$ cat src/rtl/wb_bus_arbiter.sv
// Round-robin Wishbone arbiter: two masters (m0 data, m1 instruction) share four slaves decoded from addr[31:28].
// Latency: request to slave strobe 1 cycle; slave ack to master ack 0 cycles; one idle bubble between transfers.
// Backpressure: the losing master's request is held pending; at most one transfer is in flight; bad decode or timeout returns err.
//
// Ports:
//   clk, rst                 clock, asynchronous active-low reset
//   m_cyc_i/m_stb_i/m_we_i   per-master Wishbone controls (bit i = master i)
//   m_sel_i/m_addr_i/m_data_i per-master select/address/write data, packed by master index
//   m_data_o/m_ack_o/m_err_o read data (shared), per-master ack and error
//   s_cyc_o/s_stb_o          one-hot slave cycle/strobe
//   s_we_o/s_sel_o/s_addr_o/s_data_o  shared slave controls taken from the granted master
//   s_data_i/s_ack_i         per-slave read data and ack
module wb_bus_arbiter #(
   parameter int TIMEOUT = 1023,
   parameter int CNT_W   = 10
) (
   input  logic           clk,
   input  logic           rst,
   input  logic [1:0]     m_cyc_i,
   input  logic [1:0]     m_stb_i,
   input  logic [1:0]     m_we_i,
   input  logic [7:0]     m_sel_i,
   input  logic [63:0]    m_addr_i,
   input  logic [63:0]    m_data_i,
   output logic [31:0]    m_data_o,
   output logic [1:0]     m_ack_o,
   output logic [1:0]     m_err_o,
   output logic [3:0]     s_cyc_o,
   output logic [3:0]     s_stb_o,
   output logic           s_we_o,
   output logic [3:0]     s_sel_o,
   output logic [31:0]    s_addr_o,
   output logic [31:0]    s_data_o,
   input  logic [127:0]   s_data_i,
   input  logic [3:0]     s_ack_i
);

   typedef enum logic [1:0] {
      S_IDLE   = 2'd0,
      S_BUSY   = 2'd1,
      S_ERRACK = 2'd2
   } state_t;

   state_t           r_state, w_state_nxt;
   logic             r_gnt, w_gnt_nxt;
   logic             r_last, w_last_nxt;
   logic [CNT_W-1:0] r_cnt, w_cnt_nxt;

   logic [1:0]       w_req;
   logic [31:0]      w_addr;
   logic [3:0]       w_region;
   logic             w_hit;
   logic [1:0]       w_slv;
   logic             w_gcyc;
   logic             w_gstb;
   logic             w_tmo;
   logic             w_sack;
   logic [31:0]      w_sdat;
   logic [1:0]       w_gnt_oh;

   assign w_req    = m_cyc_i & m_stb_i;
   assign w_addr   = r_gnt ? m_addr_i[63:32] : m_addr_i[31:0];
   assign w_region = w_addr[31:28];
   assign w_hit    = (w_region[3:2] == 2'b00);
   assign w_slv    = w_region[1:0];
   assign w_gcyc   = m_cyc_i[r_gnt];
   assign w_gstb   = m_stb_i[r_gnt];
   assign w_tmo    = (r_cnt >= CNT_W'(TIMEOUT));
   assign w_sack   = s_ack_i[w_slv];
   assign w_sdat   = s_data_i[{w_slv, 5'd0} +: 32];
   assign w_gnt_oh = r_gnt ? 2'b10 : 2'b01;

   always_ff @(posedge clk or negedge rst) begin
      if (!rst) begin
         r_state <= S_IDLE;
         r_gnt   <= 1'b0;
         r_last  <= 1'b1;   // m0 wins the first tie
         r_cnt   <= '0;
      end else begin
         r_state <= w_state_nxt;
         r_gnt   <= w_gnt_nxt;
         r_last  <= w_last_nxt;
         r_cnt   <= w_cnt_nxt;
      end
   end

   always_comb begin
      w_state_nxt = r_state;
      w_gnt_nxt   = r_gnt;
      w_last_nxt  = r_last;
      w_cnt_nxt   = r_cnt;
      m_data_o    = '0;
      m_ack_o     = '0;
      m_err_o     = '0;
      s_cyc_o     = '0;
      s_stb_o     = '0;
      s_we_o      = 1'b0;
      s_sel_o     = '0;
      s_addr_o    = '0;
      s_data_o    = '0;

      case (r_state)
         S_IDLE: begin
            w_cnt_nxt = '0;
            if (|w_req) begin
               w_gnt_nxt   = (w_req == 2'b11) ? ~r_last : w_req[1];
               w_state_nxt = S_BUSY;
            end
         end

         S_BUSY: begin
            s_we_o   = m_we_i[r_gnt];
            s_sel_o  = m_sel_i[{r_gnt, 2'b00} +: 4];
            s_addr_o = w_addr;
            s_data_o = m_data_i[{r_gnt, 5'd0} +: 32];
            if (r_cnt != '1) begin
               w_cnt_nxt = r_cnt + 1'b1;
            end
            if (!w_gcyc) begin
               // master abandoned the cycle: release without ack or err
               w_last_nxt  = r_gnt;
               w_state_nxt = S_IDLE;
            end else if (!w_hit || w_tmo) begin
               // decode miss or no ack in time: keep slaves quiet, report err next cycle
               w_state_nxt = S_ERRACK;
            end else begin
               s_cyc_o = 4'b0001 << w_slv;
               s_stb_o = w_gstb ? (4'b0001 << w_slv) : 4'b0000;
               if (w_sack) begin
                  m_ack_o     = w_gnt_oh;
                  m_data_o    = w_sdat;
                  w_cnt_nxt   = r_cnt;
                  w_last_nxt  = r_gnt;
                  w_state_nxt = S_IDLE;
               end
            end
         end

         S_ERRACK: begin
            m_err_o     = w_gnt_oh;
            w_cnt_nxt   = '0;
            w_last_nxt  = r_gnt;
            w_state_nxt = S_IDLE;
         end

         default: begin
            w_state_nxt = S_IDLE;
         end
      endcase
   end

endmodule

$ cat config.mk
export PLATFORM = sky130hd
export DESIGN_NAME = wb_bus_arbiter
export DESIGN_NICKNAME = d
export VERILOG_FILES = /design/src/rtl/wb_bus_arbiter.sv
export SDC_FILE = /design/constraint.sdc
export NUM_CORES = 1
export LEC_CHECK = 0
export ABC_AREA = 1
export BUFFER_PORTS_ARGS = -buffer_cell sky130_fd_sc_hd__clkbuf_2
export CORE_AREA = 2 2 153 155
export DETAILED_ROUTE_END_ITERATION = 10
export DIE_AREA = 0 0 155 157
export SYNTH_ARGS = -nofsm -noshare
export SYNTH_HDL_FRONTEND = slang
export SYNTH_SLANG_ARGS = --single-unit
$ cat constraint.sdc
create_clock -name clk -period 1.8 [get_ports clk]
set_clock_uncertainty 0.2 [all_clocks]
set_input_delay 0 -clock clk [delete_from_list [all_inputs] [get_ports clk]]
set_output_delay 0 -clock clk [all_outputs]
set_load 0.01 [all_outputs]
## Word-level counts from Yosys, hierarchy flattened

Index checks and enable logic that the tools add are counted.

| cells by class | value |
|---|---|
| $add $sub $neg | 1 |
| order comparisons | 3 |
| equality and inequality tests | 9 |
| shift-type cells | 4 |
| multiplexer cells | 45 |
| bitwise operators | 2 |
| reductions and logical operators | 12 |

Operators by type and width:

| kind | count |
|---|---|
| $mux 32 | 7 |
| $shiftx 128x8->32 | 1 |
| $shiftx 64x7->32 | 1 |
| $mux 10 | 4 |
| $mux 4 | 8 |
| $mux 2 | 10 |
| $pmux 10 s2 | 1 |
| $mux 1 | 12 |
| $add 10x1->10 const B | 1 |
| $ge 10x10->1 const B | 1 |
| $ne 10x10->1 const B | 1 |
| $ne 4x4->1 const B | 2 |
| $shiftx 8x4->4 | 1 |
| $ne 3x3->1 const B | 2 |
| $reduce_and 2->1 | 3 |
| $eq 2x2->1 const B | 2 |
| $logic_not 2->1 | 2 |
| $pmux 2 s2 | 1 |
| $reduce_bool 2->1 | 2 |
| $reduce_or 2->1 | 2 |
| $shl 1x2->4 const A | 1 |
| $lt 2x3->1 const B | 1 |
| $reduce_and 3->1 | 1 |
| $and 2x2->2 | 1 |
| other kinds (8) | 8 |

| word-level totals | value |
|---|---|
| register bits after elaboration | 14 |
| input port bits | 276 |
| output and inout bits | 113 |
| word-level logic and storage cells | 80 |

## Longest topological paths before layout

Gate-level depths: netlist (run 1).

| logic depth | value |
|---|---|
| depth after elaboration | 7 |
| depth in mapped cells | 12 |
| mapped depth without buffers | 11 |

## Worst setup path after synthesis (run 1)

No wires, ideal clock.

| timing | value |
|---|---|
| path kind | flip-flop to flip-flop |
| start point | register r_cnt[0] |
| end point | register r_cnt[0] |
| library setup time | 0.066 ns |
| arrival time | 1.542 ns |
| data required time | 1.534 ns |
| setup slack | -0.008 ns |
| stages on the path, launching flop included | 10 |
| path buffers | 1 |
| period minus slack after synthesis | 1.808 ns |
| cell sequence | dfrtp_1 > ha_1 > nand2_1 > nor2_1 > nand2_1 > nor2_1 > o21ai_0 > clkbuf_1 > nand3_1 > nand2_1 |

| on the way | value |
|---|---|
| longest elaborated chain between the ends | 6 |
| elaborated cells between the ends (all ways) | 11 |
| classes of those cells | add/sub: 1; order compare: 1; eq/ne: 2; mux: 5; reduce/logical: 2 |

Ends and longest elaborated chain:

| element | line | source |
|---|---|---|
| start, declared | 47 | `logic [CNT_W-1:0] r_cnt, w_cnt_nxt;` |
| start signal, assigned | 83 | `r_cnt <= w_cnt_nxt;` |
| $add 10x1->10 / $ne 10x10->1 (equally long branches) | 117, 116 |  |
| $mux 10 | 116 | `if (r_cnt != '1) begin` |
| $mux 10 | 129 | `if (w_sack) begin` |
| $mux 10 | 123 | `end else if (!w_hit \|\| w_tmo) begin` |
| $mux 10 | 119 | `if (!w_gcyc) begin` |
| $pmux 10 s2 | 102 | `case (r_state)` |

Several ways; a longest one is shown, not always the timed one. The select of a mux whose other input is x is not followed.
A chain may end at the register's enable or synchronous reset.

## Worst setup path after layout (run 1)

| timing | value |
|---|---|
| start point | register r_gnt |
| end point | output m_data_o[6] |

| on the way | value |
|---|---|
| longest elaborated chain between the ends | 7 |
| elaborated cells between the ends (all ways) | 13 |
| classes of those cells | shift: 1; mux: 9; reduce/logical: 3 |

Ends and longest elaborated chain:

| element | line | source |
|---|---|---|
| start, declared | 45 | `logic r_gnt, w_gnt_nxt;` |
| start signal, assigned | 81 | `r_gnt <= w_gnt_nxt;` |
| branches (longest 5 deep; another with $shiftx 128x8->32) | - |  |
| $mux 32 (*) | 119 |  |
| $mux 32 (*) | 102 |  |
| end, declared | 25 | `output logic [31:0] m_data_o,` |

Every way passes the cells marked *. The select of a mux whose other input is x is not followed.

==> impl_metrics.json, run 1 <==
{
  "status": "complete, but fails checks",
  "violations": "setup timing",
  "die_area_sq_mm": 0.0243,
  "drv_cap": 0,
  "synthSimpleGateAreaFrac_pct": 56.1,
  "cts_tree": "built",
  "critPathCaptureType": "output pin",
  "synth.yosys.warnings": 0,
  "avgSynthCellArea_sq_um": 4.91,
  "p_per_area_mw_per_mm2": 846,
  "hold_viol": 0,
  "synthTopCellsByCount": "nand2_1, a21oi_1, nand3_1",
  "tightest_slew_ps": 402,
  "synth-compound-area-share_pct": 22.3,
  "cp.arrival_ps": 1970,
  "portBuffers": 388,
  "drive_above_1_share_pct": 65.1,
  "min_period_ps": 2170,
  "grt_pass1_wl_um": 31100,
  "die_w_um": 155,
  "netlist_instances": 630,
  "synthMostInstantiatedCell": "nand2_1",
  "wl_um": 24900,
  "synth_top_family_by_area": "simple AND/OR/NAND/NOR gates",
  "syn_nets": 907,
  "drv_slew": 0,
  "wl_per_cell_um": 17.9,
  "htree_levels": 1,
  "cts_buffer_depth": 2,
  "clock.fmax_mhz": 460,
  "power_w": 0.00709,
  "drtPass1Iterations": 7,
  "post-dp-hpwl_um": 17100,
  "final_nets": 1382,
  "synthMuxAreaShare_pct": 0.323,
  "clock-sinks": 14,
  "synth_ff_type": "dfrtp_1",
  "crit_required_ps": 1600,
  "synthToLayoutAreaGrowth_pct": 171,
  "critPathKind": "reg2out",
  "synthAdderAreaFrac_pct": 0.404,
  "clk_latency_ps": 240,
  "numCtsBuffers": 3,
  "syn_area_sq_mm": 0.00310,
  "fillerInstances": 2305,
  "ys_seq_elements": 14,
  "finish.instance_area_sq_mm": 0.00837,
  "drt_iter0_markers": 332,
  "start_util_pct": 13.8,
  "synth_top_area_cell": "nand2_1",
  "clk_pin_slew_worst_paths_ps": 50,
  "synth-async-reset-ratio_pct": 100,
  "finalSetupViolations": 119,
  "setup_ws_ps": -375,
  "preCtsSetupSlack_ps": -231,
  "final_cell_count_no_fill": 1390,
  "p_leak_nw": 4.28,
  "core_area_sq_mm": 0.0225,
  "pin_count": 389,
  "grtUsageTotal_pct": 16.4,
  "synth_top_area_share_pct": 30.2,
  "synth_area_leaders": "nand2_1, a21oi_1, nand3_1",
  "rows": 55,
  "grt_max_degree": 52,
  "hold_path.class": "in2async",
  "rsz0062_at_grt": "true",
  "synth-xor-area-share_pct": 0.283,
  "yosysSeqAreaShare_pct": 11.4,
  "fin_crit_sh_pct": 121,
  "gp_congestion": 0.859,
  "avgViaCountPerCell": 4.60,
  "place_inst": 1314,
  "synth_edf_count": 0,
  "synth.distinct_cells": 29,
  "gr-total-overflow": 0,
  "drc": 0,
  "drtAntennaViolNets": 0,
  "dr_total_vias": 6390,
  "critPathMaxFanout": 7,
  "hold_slack_ps": 18.4,
  "root_buffer": "clkbuf_16",
  "grt_pass1_vias": 5594,
  "die_h_um": 157,
  "dpl_cell_area_sq_mm": 0.00579,
  "antenna_found_initial": 3,
  "slew-limit-headroom_pct": 73.2,
  "irDropWorstVdd_uv": 485,
  "startpoint_type": "register"
}
-- kinds of logic (layout without fill, tap and decap cells) --
group | count (synthesis) | count (layout)
DFF | 14 | 14
AOI/OAI and AO/OA | 130 | 130
muxes | 1 | 1
other | 0 | 1
buffers and inverters | 65 | 539
xor gates and xnor gates | 1 | 1
adders and majority gates | 1 | 1
and+or+nand+nor | 418 | 418
-- final cells by class --
cell class              instances  area (sq um)  share of cell area (%)
well taps                     285           357                    4.26
multi-input cells             551          3510                    41.9
clock buffers                   4          88.8                    1.06
flip-flops and latches         14           354                    4.23
inverters                      14          88.8                    1.06
diodes                          1          2.50                  0.0299
repair buffers                521          3980                    47.5
-- sequential cells by signal, indices dropped and copies added (netlist names) --
signal and flops:
r_gnt 1, r_last 1, r_state 2, r_cnt 10
-- layer usage --
metal  GRT usage (%)  vias to the layer above  part of all wire (%)
met5               0                        -                 0.096
met4            4.50                        4                   3.9
met3            2.01                       55                   6.5
met2            33.4                      351                    53
met1            17.6                     2931                    36
li1                -                     3049                     -
-- cell usage in the layout, fill, tap and decap left out, types with 4 or more instances in the layout --
cell type      instances
nand2_1              176
buf_6                 43
a21oi_1               31
a21oi_4               13
buf_16                10
a21oi_2               70
clkbuf_2             300
nand3_2               10
dfrtp_1               11
nor2_1                44
buf_4                 64
dlygate4sd3_1          4
buf_8                  5
clkbuf_8               7
buf_2                 55
nand3_1               89
nand2_4               52
inv_1                  9
nand2_2               21
a31oi_1               10
buf_12                21
nor2_4                10
clkbuf_16             14
-- where the power goes --
part	internal, W	switching (W)	total [W]
Clock	0.000337	0.000137	0.000474
Combinational	0.00296	0.00325	0.00621
Sequential	0.000364	0.0000378	0.000402
Total	0.00366	0.00342	0.00709
-- worst max-delay path: stages (launching register included) --
cell and delay [ps]:
dfrtp_2 450, clkinv_4 120, buf_6 140, buf_6 100
nand2_4 40, nand2_2 70, inv_2 50, nor2_4 130
nand2_4 140, buf_12 180, buf_6 110, a21oi_2 80
clkbuf_2 140
-- path summary, 6_finish.rpt --
kind                               end  slack, ps  startpoint  cells past startpoint
setup reg to reg              r_cnt[4]       -250       r_gnt                     14
hold reg to reg               r_cnt[3]        270    r_cnt[3]                      2
min in group clk            r_state[0]         30  m_stb_i[1]                      4
hold / removal                r_cnt[5]         20         rst                      2
setup / recovery           m_data_o[6]       -370       r_gnt                     12
max in group asynchronous       r_last       1060         rst                      2
-- metrics by stage --
| step | TNS (ps) | utilization (%) |
|---|---|---|
| after floorplan | 0 | - |
| after global placement | -5460 | 25.7 |
| after detailed placement | -7620 | 25.7 |
| after CTS | -17020 | 30.9 |
| after global routing | -38640 | 37.2 |
| final | -29330 | 37.2 |
-- repair_timing --
action	in CTS	in global routing
pin swaps	16	61
endpoints found under the hold margin	15	0
buffers inserted	20	28
resized for setup	152	297
setup endpoints to repair	111	117
gates cloned	10	13
hold buffers	4	0
Note: power is estimated with default switching activity, not from simulation.
==> inputs of run 2 (changes only) <==
Settings changed: ABC_AREA 1 to default, CORE_AREA 2 2 153 155 to 2 2 149 151, DIE_AREA 0 0 155 157 to 0 0 151 153.
==> run 2 against run 1 <==
The flow still finishes with violations (setup timing); register-to-register slack worse by 230 ps; via count down 23%; clock-buffer cell count unchanged; synthesized cell count down 44%; total power down 8.1%; non-clock buffer count down 21; sequential share of layout area up 0.51 points; maximum frequency down 9.7%; critical path type unchanged; highest routed layer unchanged.
==> impl_metrics.json, run 2 <==
{
  "drive_above_1_share_pct": 74.6,
  "fillerInstances": 2201,
  "grt_pass1_wl_um": 28200,
  "fin_crit_sh_pct": 134,
  "htree_levels": 1,
  "avgSynthCellArea_sq_um": 8.87,
  "synthTopCellsByCount": "nor2_1, mux2i_1, and3_1",
  "synth.distinct_cells": 51,
  "slowest_delay_ps": 520,
  "synth.yosys.warnings": 0,
  "synth_edf_count": 0,
  "slew-limit-headroom_pct": 67.7,
  "crit_chain": "mux2i_4 -> buf_6 -> buf_12 -> buf_4 -> mux4_2 -> and3_4 -> buf_6",
  "core_area_sq_mm": 0.0215,
  "synthToLayoutAreaGrowth_pct": 140,
  "root_buffer": "clkbuf_16",
  "ff2ff_setup_slack_ps": -480,
  "dr_total_vias": 4894,
  "synth-xor-area-share_pct": 0,
  "cp.arrival_ps": 2210,
  "violations": "setup timing",
  "finalSetupViolations": 126,
  "synth-async-reset-ratio_pct": 100,
  "reg2reg_to": "r_cnt[1]",
  "avgViaCountPerCell": 4.44,
  "final_nets": 1100,
  "drv_slew": 0,
  "reg2regPathDepth": 8,
  "multi_input_area_sq_mm": 0.00310,
  "p_per_area_mw_per_mm2": 868,
  "clk_latency_ps": 250,
  "synth-compound-area-share_pct": 9.10,
  "ys_seq_elements": 14,
  "wl_per_cell_um": 19.0,
  "hold_viol": 0,
  "synth_area_leaders": "mux2i_1, mux4_2, dfrtp_1",
  "drt_iter0_markers": 206,
  "preCtsSetupSlack_ps": -467,
  "grt_pass1_vias": 4900,
  "cp_slowest_cell": "mux4_2",
  "tightest_slew_ps": 481,
  "cts_buffer_depth": 2,
  "largest_reg_flops": 10,
  "clk_pin_slew_worst_paths_ps": 50,
  "power_w": 0.00651,
  "gr-total-overflow": 0,
  "clock-sinks": 14,
  "drtAntennaViolNets": 0,
  "critPathCaptureType": "output pin",
  "crit_required_ps": 1600,
  "drtPass1Iterations": 4,
  "post-dp-hpwl_um": 15200,
  "seq_area_sq_um": 355,
  "drc": 0,
  "pin_count": 389,
  "netlist_instances": 352,
  "portBuffers": 388,
  "setup_ws_ps": -607,
  "hold_path.class": "in2async",
  "hold_slack_ps": 13.6,
  "dpl_cell_area_sq_mm": 0.00584,
  "finish.instance_area_sq_mm": 0.00750,
  "status": "complete, but fails checks",
  "startpoint_type": "register",
  "rows": 54,
  "irDropWorstVdd_uv": 425,
  "syn_area_sq_mm": 0.00312,
  "numCtsBuffers": 3,
  "drv_cap": 0,
  "min_period_ps": 2410,
  "synth_top_family_by_area": "multiplexers",
  "synthMuxAreaShare_pct": 49.1,
  "gp_congestion": 0.898,
  "synthMostInstantiatedCell": "nor2_1",
  "yosysSeqAreaShare_pct": 11.3,
  "synthSimpleGateAreaFrac_pct": 23.8,
  "synth_top_area_share_pct": 22.4,
  "die_w_um": 151,
  "synth_ff_type": "dfrtp_1",
  "synth_top_area_cell": "mux2i_1",
  "p_leak_nw": 3.84,
  "critPathMaxFanout": 5,
  "rsz0062_at_grt": "true",
  "grtUsageTotal_pct": 16.1,
  "die_area_sq_mm": 0.0231,
  "critPathKind": "reg2out",
  "start_util_pct": 14.5,
  "rr_startpoint": "r_gnt",
  "die_h_um": 153,
  "clock.fmax_mhz": 415,
  "final_common_cell": "clkbuf_2",
  "synthAdderAreaFrac_pct": 0.401,
  "top_register": "r_cnt",
  "antenna_found_initial": 2,
  "wl_um": 20900,
  "syn_nets": 629,
  "cp_common_cell": "buf_6",
  "top_regs": "r_cnt (10), r_state (2)",
  "grt_max_degree": 38,
  "layout_common_cells": "clkbuf_2, nor2_1, buf_6",
  "cts_tree": "built"
}
-- run 2: layout make-up --
type,instances,area share [%]
Timing Repair Buffer,500,47.9
Multi-Input combinational cell,300,41.4
Sequential cell,14,4.74
Tap cell,280,4.67
Clock buffer,4,1.05
Inverter,4,0.200
Antenna cell,1,0.0334
-- run 2: timing repair --
item	4_1_cts	5_1_grt
buffers inserted	36	13
endpoints found under the setup margin	117	126
endpoints found under the hold margin	17	0
gates cloned	15	3
gates resized for setup	108	145
pin swaps	27	30
hold buffers	7	0
-- run 2: how the worst max path moves through the flow --
stage                     start           end  slack [ps]  cells past startpoint
after floorplan           r_gnt      r_cnt[7]        -300                      7
after global placement    r_gnt  m_data_o[28]        -410                      7
after detailed placement  r_gnt  m_data_o[28]        -470                      7
after CTS                 r_gnt  m_data_o[27]        -590                      6
after global routing      r_gnt  m_data_o[27]        -630                      7
final                     r_gnt  m_data_o[30]        -610                      7
-- run 2: worst max-delay path: cells and delay by family, from the launching register on --
| family | cells | cell delay, ps |
|---|---|---|
| simple gates | 1 | 200 |
| mux | 2 | 790 |
| flops | 1 | 480 |
| buf+inv | 4 | 480 |
-- run 2: through the flow --
step / setup TNS (ps) / utilization, % / cells
2_1_floorplan: -10340 / - / 352
3_3_place_gp: -18480 / 27.2 / 1036
3_5_place_dp: -21230 / 27.2 / 1036
4_1_cts: -41390 / 33.2 / 1095
5_1_grt: -46400 / 34.9 / 1103
6_report: -39820 / 34.9 / 1103
-- run 2: logic make-up (layout without fill, tap and decap cells) --
logic type,count (synthesis),in the layout
DFF,14,14
muxes,108,108
and+or+nand+nor,154,155
other,0,1
AOI/OAI and AO/OA,36,36
adders and majority gates,1,1
buffers and inverters,39,508
-- run 2: where the power goes --
part	internal (W)	switching (W)
Clock	0.000300	0.000141
Combinational	0.00319	0.00247
Sequential	0.000367	0.0000460
Total	0.00386	0.00266
-- run 2: routing by layer --
| metal | GRT usage [%] | vias up | share of wire [%] |
|---|---|---|---|
| li1 | - | 2278 | - |
| met1 | 18.7 | 2353 | 38 |
| met2 | 31.8 | 253 | 54 |
| met3 | 2.33 | 8 | 7.4 |
| met4 | 1.11 | 2 | 0.32 |
| met5 | 0 | - | 0.057 |
